==> src/rtl/dmem_pkg.sv <==
// Shared definitions for the data-memory load/store front-end.
// Contents:
//   size_e   - access size encoding (byte / half / word / illegal)
//   state_e  - controller state encoding (IDLE / RD / RESP)
//   be_gen   - byte-enable pattern for a size and byte offset
//   wdata_gen- lane replication of right-justified store data
package dmem_pkg;

  typedef enum logic [1:0] {
    SZ_B   = 2'b00,
    SZ_H   = 2'b01,
    SZ_W   = 2'b10,
    SZ_ILL = 2'b11
  } size_e;

  typedef enum logic [1:0] {
    IDLE = 2'b00,
    RD   = 2'b01,
    RESP = 2'b10
  } state_e;

  // A half access only looks at addr[1]; addr[0] never shifts the enables,
  // so an unchecked misaligned half lands on its containing aligned half.
  function automatic logic [3:0] be_gen(input logic [1:0] size,
                                        input logic [1:0] addr_lo);
    logic [3:0] be;
    be = 4'b0000;
    case (size)
      SZ_B:    be = 4'b0001 << addr_lo;
      SZ_H:    be = 4'b0011 << {addr_lo[1], 1'b0};
      SZ_W:    be = 4'b1111;
      default: be = 4'b0000;
    endcase
    return be;
  endfunction

  // The RAM picks lanes with byte enables, so the data is simply copied
  // into every lane it could land in.
  function automatic logic [31:0] wdata_gen(input logic [1:0]  size,
                                            input logic [31:0] wdata);
    logic [31:0] wd;
    wd = wdata;
    case (size)
      SZ_B:    wd = {4{wdata[7:0]}};
      SZ_H:    wd = {2{wdata[15:0]}};
      default: wd = wdata;
    endcase
    return wd;
  endfunction

endpackage

==> src/rtl/dmem_lsu_ctrl_if.sv <==
// CPU-side request/response channel of the load/store front-end.
// Request : req_valid/req_ready handshake carrying we, size, unsigned,
//           byte address and right-justified store data.
// Response: resp_valid/resp_ready handshake carrying extended load data
//           and an access-fault flag.
// Modports: master = CPU side, slave = dmem_lsu_ctrl.
interface dmem_lsu_ctrl_if;
  logic        req_valid;
  logic        req_ready;
  logic        req_we;
  logic [1:0]  req_size;
  logic        req_unsigned;
  logic [31:0] req_addr;
  logic [31:0] req_wdata;
  logic        resp_valid;
  logic        resp_ready;
  logic [31:0] resp_rdata;
  logic        resp_err;

  modport master (
    output req_valid, req_we, req_size, req_unsigned, req_addr, req_wdata,
    output resp_ready,
    input  req_ready, resp_valid, resp_rdata, resp_err
  );

  modport slave (
    input  req_valid, req_we, req_size, req_unsigned, req_addr, req_wdata,
    input  resp_ready,
    output req_ready, resp_valid, resp_rdata, resp_err
  );
endinterface

==> src/rtl/dmem_lsu_ctrl_load_align.sv <==
// Load-data formatter: selects the addressed byte/half/word lane of a RAM
// read word and sign- or zero-extends it to 32 bits.
// Ports:
//   rd_data     in  32  raw RAM read word
//   addr_lo     in   2  byte offset of the access
//   size        in   2  access size (size_e encoding)
//   is_unsigned in   1  zero-extend instead of sign-extend
//   result      out 32  formatted load data (0 for an illegal size)
module dmem_load_align
  import dmem_pkg::*;
(
  input  logic [31:0] rd_data,
  input  logic [1:0]  addr_lo,
  input  logic [1:0]  size,
  input  logic        is_unsigned,
  output logic [31:0] result
);

  logic [7:0]  byte_lane;
  logic [15:0] half_lane;

  // NOTE: every variable assigned in a combinational block gets a default
  // first, so no path through the case leaves it unassigned (no latch).
  always_comb begin
    byte_lane = rd_data[{addr_lo, 3'b000} +: 8];
    half_lane = addr_lo[1] ? rd_data[31:16] : rd_data[15:0];
    result    = '0;
    case (size)
      SZ_B:    result = is_unsigned ? {24'b0, byte_lane}
                                    : {{24{byte_lane[7]}}, byte_lane};
      SZ_H:    result = is_unsigned ? {16'b0, half_lane}
                                    : {{16{half_lane[15]}}, half_lane};
      SZ_W:    result = rd_data;
      default: result = '0;
    endcase
  end

endmodule

==> src/rtl/dmem_lsu_ctrl.sv <==
// Load/store front-end for a 32-bit single-port data RAM (1-cycle read
// latency, byte enables). Accepts one CPU request at a time, drives the RAM
// address/enables/data, and returns a formatted load result or a store
// acknowledge on the response channel.
// Ports:
//   clk            in   1           clock
//   tb_rst         in   1           asynchronous active-high reset
//   bus            slave modport    CPU request/response channel
//   ram_addr       out  ADDR_WIDTH  RAM word address
//   ram_wr_data    out  DATA_WIDTH  lane-replicated write data
//   ram_wr_en      out  1           write strobe (accept cycle of a store)
//   ram_wr_byte_en out  BE_WIDTH    byte enables, 0 when not writing
//   ram_rd_data    in   DATA_WIDTH  RAM read data, one cycle after address
// Build option: define DMEM_MISALIGN_CHECK_EN to fault misaligned half/word
// accesses; otherwise the offending low address bits are ignored.
module dmem_lsu_ctrl
  import dmem_pkg::*;
#(
  parameter int ADDR_WIDTH = 14,
  parameter int DATA_WIDTH = 32,
  parameter int BE_WIDTH   = 4
) (
  input  logic                  clk,
  input  logic                  tb_rst,
  dmem_lsu_ctrl_if.slave        bus,
  output logic [ADDR_WIDTH-1:0] ram_addr,
  output logic [DATA_WIDTH-1:0] ram_wr_data,
  output logic                  ram_wr_en,
  output logic [BE_WIDTH-1:0]   ram_wr_byte_en,
  input  logic [DATA_WIDTH-1:0] ram_rd_data
);

  if (DATA_WIDTH != 32) begin : g_bad_data_width
    $error("dmem_lsu_ctrl: DATA_WIDTH must be 32");
  end
  if (BE_WIDTH != DATA_WIDTH / 8) begin : g_bad_be_width
    $error("dmem_lsu_ctrl: BE_WIDTH must equal DATA_WIDTH/8");
  end
  if (ADDR_WIDTH < 1 || ADDR_WIDTH > 29) begin : g_bad_addr_width
    $error("dmem_lsu_ctrl: ADDR_WIDTH must be in 1..29");
  end

  state_e                state_q, state_d;
  logic                  accept;
  logic                  range_err, size_err, misalign_err, req_err;
  logic [ADDR_WIDTH-1:0] addr_q;
  logic [1:0]            lo_q;
  logic [1:0]            size_q;
  logic                  uns_q;
  logic [31:0]           rdata_q;
  logic                  err_q;
  logic [31:0]           load_result;

  // Fault decode on the live request; only meaningful in the accept cycle.
  always_comb begin
    range_err = |bus.req_addr[31:ADDR_WIDTH+2];
    size_err  = (bus.req_size == SZ_ILL);
`ifdef DMEM_MISALIGN_CHECK_EN
    misalign_err = ((bus.req_size == SZ_H) && bus.req_addr[0]) ||
                   ((bus.req_size == SZ_W) && (bus.req_addr[1:0] != 2'b00));
`else
    misalign_err = 1'b0;
`endif
    req_err = range_err | size_err | misalign_err;
  end

  // Next state and handshake outputs. req_ready is gated by tb_rst so no
  // request can be accepted while reset is held.
  always_comb begin
    state_d        = state_q;
    accept         = 1'b0;
    bus.req_ready  = 1'b0;
    bus.resp_valid = 1'b0;
    ram_wr_en      = 1'b0;
    case (state_q)
      IDLE: begin
        bus.req_ready = ~tb_rst;
        accept        = bus.req_valid & ~tb_rst;
        ram_wr_en     = accept & bus.req_we & ~req_err;
        if (accept) state_d = (bus.req_we || req_err) ? RESP : RD;
      end
      RD:   state_d = RESP;
      RESP: begin
        bus.resp_valid = 1'b1;
        if (bus.resp_ready) state_d = IDLE;
      end
      default: state_d = IDLE;
    endcase
  end

  // In IDLE the address flows straight through so the RAM samples it at the
  // accept edge; afterwards it is held from the register.
  always_comb begin
    ram_addr       = (state_q == IDLE) ? bus.req_addr[ADDR_WIDTH+1:2] : addr_q;
    ram_wr_data    = wdata_gen(bus.req_size, bus.req_wdata);
    ram_wr_byte_en = ram_wr_en ? be_gen(bus.req_size, bus.req_addr[1:0])
                               : '0;
  end

  dmem_load_align u_load_align (
    .rd_data     (ram_rd_data),
    .addr_lo     (lo_q),
    .size        (size_q),
    .is_unsigned (uns_q),
    .result      (load_result)
  );

  // NOTE: sequential state is written only with non-blocking assignments so
  // every flop samples pre-edge values regardless of block ordering.
  always_ff @(posedge clk or posedge tb_rst) begin
    if (tb_rst) state_q <= IDLE;
    else        state_q <= state_d;
  end

  always_ff @(posedge clk or posedge tb_rst) begin
    if (tb_rst) begin
      addr_q  <= '0;
      lo_q    <= 2'b00;
      size_q  <= 2'b00;
      uns_q   <= 1'b0;
      rdata_q <= '0;
      err_q   <= 1'b0;
    end else if (accept) begin
      addr_q  <= bus.req_addr[ADDR_WIDTH+1:2];
      lo_q    <= bus.req_addr[1:0];
      size_q  <= bus.req_size;
      uns_q   <= bus.req_unsigned;
      rdata_q <= '0;
      err_q   <= req_err;
    end else if (state_q == RD) begin
      rdata_q <= load_result;
      err_q   <= 1'b0;
    end
  end

  assign bus.resp_rdata = rdata_q;
  assign bus.resp_err   = err_q;

endmodule

==> src/flat_wrapper.sv <==
// flat-port wrapper written by rule: the top's interface ports become plain ports
module dmem_lsu_ctrl_flat import dmem_pkg::*;
#(
  parameter int ADDR_WIDTH = 14,
  parameter int DATA_WIDTH = 32,
  parameter int BE_WIDTH   = 4
)
  (clk, tb_rst, ram_addr, ram_wr_data, ram_wr_en, ram_wr_byte_en, ram_rd_data, bus_req_valid, bus_req_we, bus_req_size, bus_req_unsigned, bus_req_addr, bus_req_wdata, bus_resp_ready, bus_req_ready, bus_resp_valid, bus_resp_rdata, bus_resp_err);
  dmem_lsu_ctrl_if bus_i ();
  input  logic clk;
  input  logic tb_rst;
  output logic [ADDR_WIDTH-1:0] ram_addr;
  output logic [DATA_WIDTH-1:0] ram_wr_data;
  output logic ram_wr_en;
  output logic [BE_WIDTH-1:0] ram_wr_byte_en;
  input  logic [DATA_WIDTH-1:0] ram_rd_data;
  input wire logic [$bits(bus_i.req_valid)-1:0] bus_req_valid;
  input wire logic [$bits(bus_i.req_we)-1:0] bus_req_we;
  input wire logic [$bits(bus_i.req_size)-1:0] bus_req_size;
  input wire logic [$bits(bus_i.req_unsigned)-1:0] bus_req_unsigned;
  input wire logic [$bits(bus_i.req_addr)-1:0] bus_req_addr;
  input wire logic [$bits(bus_i.req_wdata)-1:0] bus_req_wdata;
  input wire logic [$bits(bus_i.resp_ready)-1:0] bus_resp_ready;
  output wire logic [$bits(bus_i.req_ready)-1:0] bus_req_ready;
  output wire logic [$bits(bus_i.resp_valid)-1:0] bus_resp_valid;
  output wire logic [$bits(bus_i.resp_rdata)-1:0] bus_resp_rdata;
  output wire logic [$bits(bus_i.resp_err)-1:0] bus_resp_err;
  assign bus_i.req_valid = bus_req_valid;
  assign bus_i.req_we = bus_req_we;
  assign bus_i.req_size = bus_req_size;
  assign bus_i.req_unsigned = bus_req_unsigned;
  assign bus_i.req_addr = bus_req_addr;
  assign bus_i.req_wdata = bus_req_wdata;
  assign bus_i.resp_ready = bus_resp_ready;
  assign bus_req_ready = bus_i.req_ready;
  assign bus_resp_valid = bus_i.resp_valid;
  assign bus_resp_rdata = bus_i.resp_rdata;
  assign bus_resp_err = bus_i.resp_err;
  dmem_lsu_ctrl #(.ADDR_WIDTH(ADDR_WIDTH), .DATA_WIDTH(DATA_WIDTH), .BE_WIDTH(BE_WIDTH)) u_core (.clk(clk), .tb_rst(tb_rst), .bus(bus_i), .ram_addr(ram_addr), .ram_wr_data(ram_wr_data), .ram_wr_en(ram_wr_en), .ram_wr_byte_en(ram_wr_byte_en), .ram_rd_data(ram_rd_data));
endmodule
==> config.mk <==
export PLATFORM = sky130hd
export DESIGN_NAME = dmem_lsu_ctrl_flat
export DESIGN_NICKNAME = d
export VERILOG_FILES = /design/src/rtl/dmem_pkg.sv /design/src/rtl/dmem_lsu_ctrl_if.sv /design/src/rtl/dmem_lsu_ctrl_load_align.sv /design/src/rtl/dmem_lsu_ctrl.sv /design/src/flat_wrapper.sv
export SDC_FILE = /design/constraint.sdc
export NUM_CORES = 1
export LEC_CHECK = 0
export ABC_CLOCK_PERIOD_IN_PS = 1600
export CAP_MARGIN = 20
export CORE_AREA = 4 4 83 85
export DETAILED_ROUTE_END_ITERATION = 7
export DIE_AREA = 0 0 87 89
export DONT_BUFFER_PORTS = 1
export GPL_TIMING_DRIVEN = 0
export PLACE_DENSITY = 0.73
export SYNTH_ARGS = -nofsm -noshare
export SYNTH_HDL_FRONTEND = slang
export SYNTH_SLANG_ARGS = --single-unit
==> constraint.sdc <==
create_clock -name clk -period 1.6 [get_ports clk]
set_input_delay 0.24 -clock clk [delete_from_list [all_inputs] [get_ports clk]]
set_output_delay 0.24 -clock clk [all_outputs]
set_load 0.1 [all_outputs]
# [Word-level counts from Yosys, hierarchy flattened]
# Cells that the tools add are included.
[word_totals] out_inout_bits=86 inputBits=104 regBits=54
[classes] shift=3 n_eq_ne=9 bitwise_logic=6 muxes=20 n_reduce_logical=7
[ops] op="two-way mux 32 bit" n=4
[ops] op="one-hot mux 32 bit (3 select lines)" n=1
[ops] op="one-hot mux 32 bit (2 select lines)" n=1
[ops] op="variable part select 32 x 6 -> 8 bit" n=1
[ops] op="two-way mux 16 bit" n=1
[ops] op="OR reduction 16 bit" n=1
[ops] op="two-way mux 14 bit" n=1
[ops] op="one-hot mux 4 bit (3 select lines)" n=1
[ops] op="equality test 2 bit, second input constant" n=4
[ops] op="equality test 2 x 1 -> 1 bit, second input constant" n=3
[ops] op="zero test 2 bit" n=3
[ops] op="two-way mux 1 bit" n=6
[ops] op="two-way mux 2 bit" n=3
[ops] op="one-hot mux 2 bit (3 select lines)" n=1
[ops] op="two-way mux 4 bit" n=1
[ops] op="<< shifter 1 x 2 -> 4 bit, first input constant" n=1
[ops] op="<< shifter 2 x 2 -> 4 bit, first input constant" n=1
[ops] op="bitwise AND 1 bit" n=3
[ops] op="inequality test 2 x 1 -> 1 bit, second input constant" n=1
[ops] op="inequality test 2 bit, second input constant" n=1
[ops] op="inverter 1 bit" n=2
[ops] op="AND reduction 2 bit" n=1
[ops] op="nonzero test 2 bit" n=1
[ops] op="logical OR 1 bit" n=1
[ops] op="OR 1 bit" n=1

# [Depth between registers and ports, before layout]
[logic_depth] word_depth=6 ltp_mapped=7 ltp_nobuf=4

# [By module]
# From an unflattened synthesis, not the netlist that was laid out.
[hier_totals] cells_unflattened=338 area_unflattened_um2=3572.2
[by_module_without_submodules] mod="dmem_lsu_ctrl" cells_each=218 instances=1 seq_area_each_um2=1351.3 area_per_inst_um2=2705.1
[by_module_without_submodules] mod="dmem_load_align" cells_each=120 instances=1 seq_area_each_um2=0.0 area_per_inst_um2=867.1

# [Least setup slack after synthesis]
# No wires, ideal clock.
[synth_path] kind="register to output" from="register u_core.state_q[0]" to="output port ram_wr_byte_en[0]" arrival_time_ns=3.340 stages_incl_launch_ff=8 path_slack_ns=-1.980 required_time_ns=1.360 path_buffers=3 cell_sequence="dfrtp_1 > buf_2 > nor2_2 > and2_1 > clkbuf_1 > buf_2 > nand2_1 > nor3_1"
[synth_between] elab_chain_len=3
[synth_lines] item="start, declared" line="dmem_lsu_ctrl.sv:43" text="state_e state_q, state_d;"
[synth_lines] item="start signal, assigned" line="dmem_lsu_ctrl.sv:112" text="else state_q <= state_d;"
[synth_lines] item="zero test 2 bit" line="dmem_lsu_ctrl.sv:75" text="case (state_q)"
[synth_lines] item="two-way mux 1 bit" line="dmem_lsu_ctrl.sv:75"
[synth_lines] item="two-way mux 4 bit" line="dmem_lsu_ctrl.sv:96" text="ram_wr_byte_en = ram_wr_en ? be_gen(bus.req_size, bus.req_addr[1:0])"
[synth_lines] item="end, declared" line="flat_wrapper.sv:15" text="output logic [BE_WIDTH-1:0] ram_wr_byte_en;"
# Every way passes these cells.

# [Final worst setup path]
[layout_path] from="register u_core.state_q[0]" to="output port ram_wr_byte_en[1]"
[layout_between] elab_chain_len=3
[layout_lines] item="zero test 2 bit" line="dmem_lsu_ctrl.sv:75"
[layout_lines] item="two-way mux 1 bit" line="dmem_lsu_ctrl.sv:75"
[layout_lines] item="net ram_wr_en" line="flat_wrapper.sv:14" text="output logic ram_wr_en;"
[layout_lines] item="two-way mux 4 bit" line="dmem_lsu_ctrl.sv:96"
# The timed path passes the listed nets, and every way through them passes these cells.

==> impl_results.md <==
* Mapped cell area at 3262 µm²
* Final Wtd Congestion at 0.8022
* Peak VDD IR at 1.287 mV
* Slew headroom at 33.51%
* Net Sw Power at 2.721 mW
* Startpoint types: flop
* Final slew viol count at 0
* Hold path startpoint: ram_rd_data[18]
* WHS at 0.05885 ns
* Final net count at 424
* Die footprint at 7743 µm²
* Routed wire per std cell at 22.57 µm
* Internal power at 2.773 mW
* Iteration-0 DRC Markers at 97
* Chip height at 89 µm
* Synth Flop Type: dfrtp_1
* Cell Area, Placed at 3596 µm²
* GRT Overall Usage at 22.40%
* FF-to-FF Start: u_core.state_q[0]
* # fillers at 489
* Final ANT Viol Nets at 0
* Avg Cell Area, Syn at 10.80 µm²
* Pwr Total at 5.494 mW
* Site Rows at 29
* Top cells by count, synth: mux2_2 (57), dfrtp_1 (54), nand2_1 (39)
* R2R depth at 8
* Clock power frac at 13.5%
* CTS Sinks at 54
* IO buf count at 0
* Switching share of power at 49.53%
* Synth area leader: dfrtp_1
* Hold/Removal Path Class: in2reg
* Yosys warnings at 0
* Final Setup Violations at 53
* WP data required at 1.36 ns
* Vias in the first global route at 2575
* Post-synth EDFFs at 0
* Antenna Cells at 0
* Maximum number of pins on one net before global-route repair at 36
* Die Wd at 87 µm
* Syn_nets at 406
* Worst Hold End: u_core.bus.resp_rdata[18]
* Seq pwr share at 32.3%
* RSZ-0062 raised after global routing: yes
* Layout cells sized above 1 at 45.48%
* Num CTS Buffers at 5
* Latest clock arrival within the worst-skew pair at 0.30 ns
* Max capacitance violation total at 0
* Layout area overhead at 21.14%
* DP HPWL at 7107 µm
* Vias at 2524
* Maximum buffer depth of the clock tree at 2
* Outcome: complete, but fails checks
* Drt total wl at 8984 µm
* Failing checks: negative setup slack
* Worst-Margin Slew at 0.9941 ns
* First-pass GRT wire length at 13580 µm
* CTS tree: built
* Fmax at 456.3 MHz
* Reg2reg setup slack at -0.23 ns
* Setup CP Type: reg2out
* Clk pin slew, worst setup/hold paths at 0.10 ns
* Largest cells by area after synthesis: dfrtp_1 (41%), mux2_2 (20%), mux2i_1 (4.9%)
* Share of async-settable or async-resettable flops after synthesis at 100.0%
* Top-count cell post-synth: mux2_2
* H-tree levels at 2
* Via density at 6.342
* Synth unique cells at 42
* Remaining Overflow, GRT at 0
* Combinational share of power at 54.2%
* Root Driver: clkbuf_8
* Antenna violations before repair at 0
* Critical-path maximum fanout at 3
* Final min period at 2.192 ns
* Worst clock skew at 0.009922 ns
* Fin area at 3951 µm²
* Hold path depth at 2
* Final hold vios at 0
* Register area share after synthesis at 41.43%
* Share of the clock period used by the worst path at 137.0%
* CORE AREA at 6205 µm²
* Critical path arrival at 1.95 ns
* Initial core utilization at 52.57%
* Router iterations before antenna repair at 4
* Worst setup margin at -0.5917 ns
* Pleak at 1.788 nW
* CP Capture Type: output port
* R2r endpoint: u_core.bus.resp_rdata[20]
* Power Dens Cells at 1390 nW/µm²
* Final Util at 63.68%
* DRC at 0
* Cells after synthesis at 302
* Post-synth top area share at 41.43%
* IO Pins at 190
* #FFs+latches synth at 54
* Crit. Startpoint: u_core.state_q[0]
[worst max path at each step]
stage / to / slack [ns]
3_5_place_dp: ram_wr_byte_en[2] / -0.66
3_3_place_gp: ram_wr_byte_en[0] / -0.64
4_1_cts: ram_wr_byte_en[2] / -0.76
5_1_grt: ram_wr_byte_en[1] / -0.65
6_report: ram_wr_byte_en[1] / -0.59
2_1_floorplan: ram_wr_byte_en[0] / -0.49
[worst max-delay path: stages, from the launching register on]
cell     delay, ns
dfrtp_1       0.43
nor2_4        0.13
and2_4        0.17
buf_6         0.09
and4_4        0.46
o21a_4        0.39
[kinds of logic after synthesis]
logic type,Yosys count,share of synthesized area (%)
compound gates,66,16.46
buf+inv,34,5.600
flops,54,41.43
mux,75,25.74
simple gates,73,10.78
[cells in the final DEF, fill, tap and decap left out, types with 8 or more instances in the layout]
cell type  synthesis  final
a221o_1            8      8
a22oi_1           16     15
buf_4              8     17
dfrtp_1           54     52
mux2_2            57     40
mux2_4             0     17
mux2i_1           16     16
nand2_1           39     36
o21ai_1            8      8
o21ai_4            0      8
[layout make-up]
type                    count  area, µm²  share of cell area [%]
clock inverters             2      13.76                  0.3483
clock buffers               6      72.57                   1.837
flip-flops and latches     54       1354                   34.26
multi-input cells         214       2023                   51.20
plain buffers              29      225.2                   5.700
well taps                  77      96.34                   2.438
inverters                   2      7.507                  0.1900
repair buffers             14      158.9                   4.022
[routing by layer]
layer,part of all wire (%),up-vias,GRT usage [%],wire length (µm)
met5,0,-,0,0
met4,1.2,0,5.807,112
met3,11,13,9.217,996
met2,52,130,39.68,4707
met1,35,1235,24.99,3167
li1,-,1146,-,-
[sequential cells by signal, indices dropped and copies added (netlist names)]
signal and cells:
u_core.addr_q 14, u_core.bus.resp_err 1, u_core.bus.resp_rdata 32, u_core.lo_q 2, u_core.size_q 2, u_core.state_q 2
u_core.uns_q 1
[power groups by stage]
stage          clock network [mW]  logic, mW  registers (mW)
2_1_floorplan                   0       2.56            1.76
3_3_place_gp                    0       2.72            1.79
3_5_place_dp                    0       2.76            1.81
4_1_cts                     0.774       2.93            1.77
5_1_grt                     0.826       3.10            1.80
6_report                    0.743       2.98            1.77
[what timing repair did]
item,CTS,global route
pin swaps,4,5
cloned,1,0
hold buffers,2,0
resized for setup,25,35
endpoints found under the hold margin,20,0
endpoints found under the setup margin,87,63
buffers inserted,10,3
[per-stage QoR]
step                      setup slack, ns  TNS [ns]  std cells
after global routing              -0.6505    -13.95        398
after floorplan                   -0.4927    -2.841        302
after global placement            -0.6429    -39.68        379
final                             -0.5917    -11.14        398
after CTS                         -0.7617    -18.42        397
after detailed placement          -0.6592    -13.62        380
No activity file was read; power rests on OpenSTA's default activity.
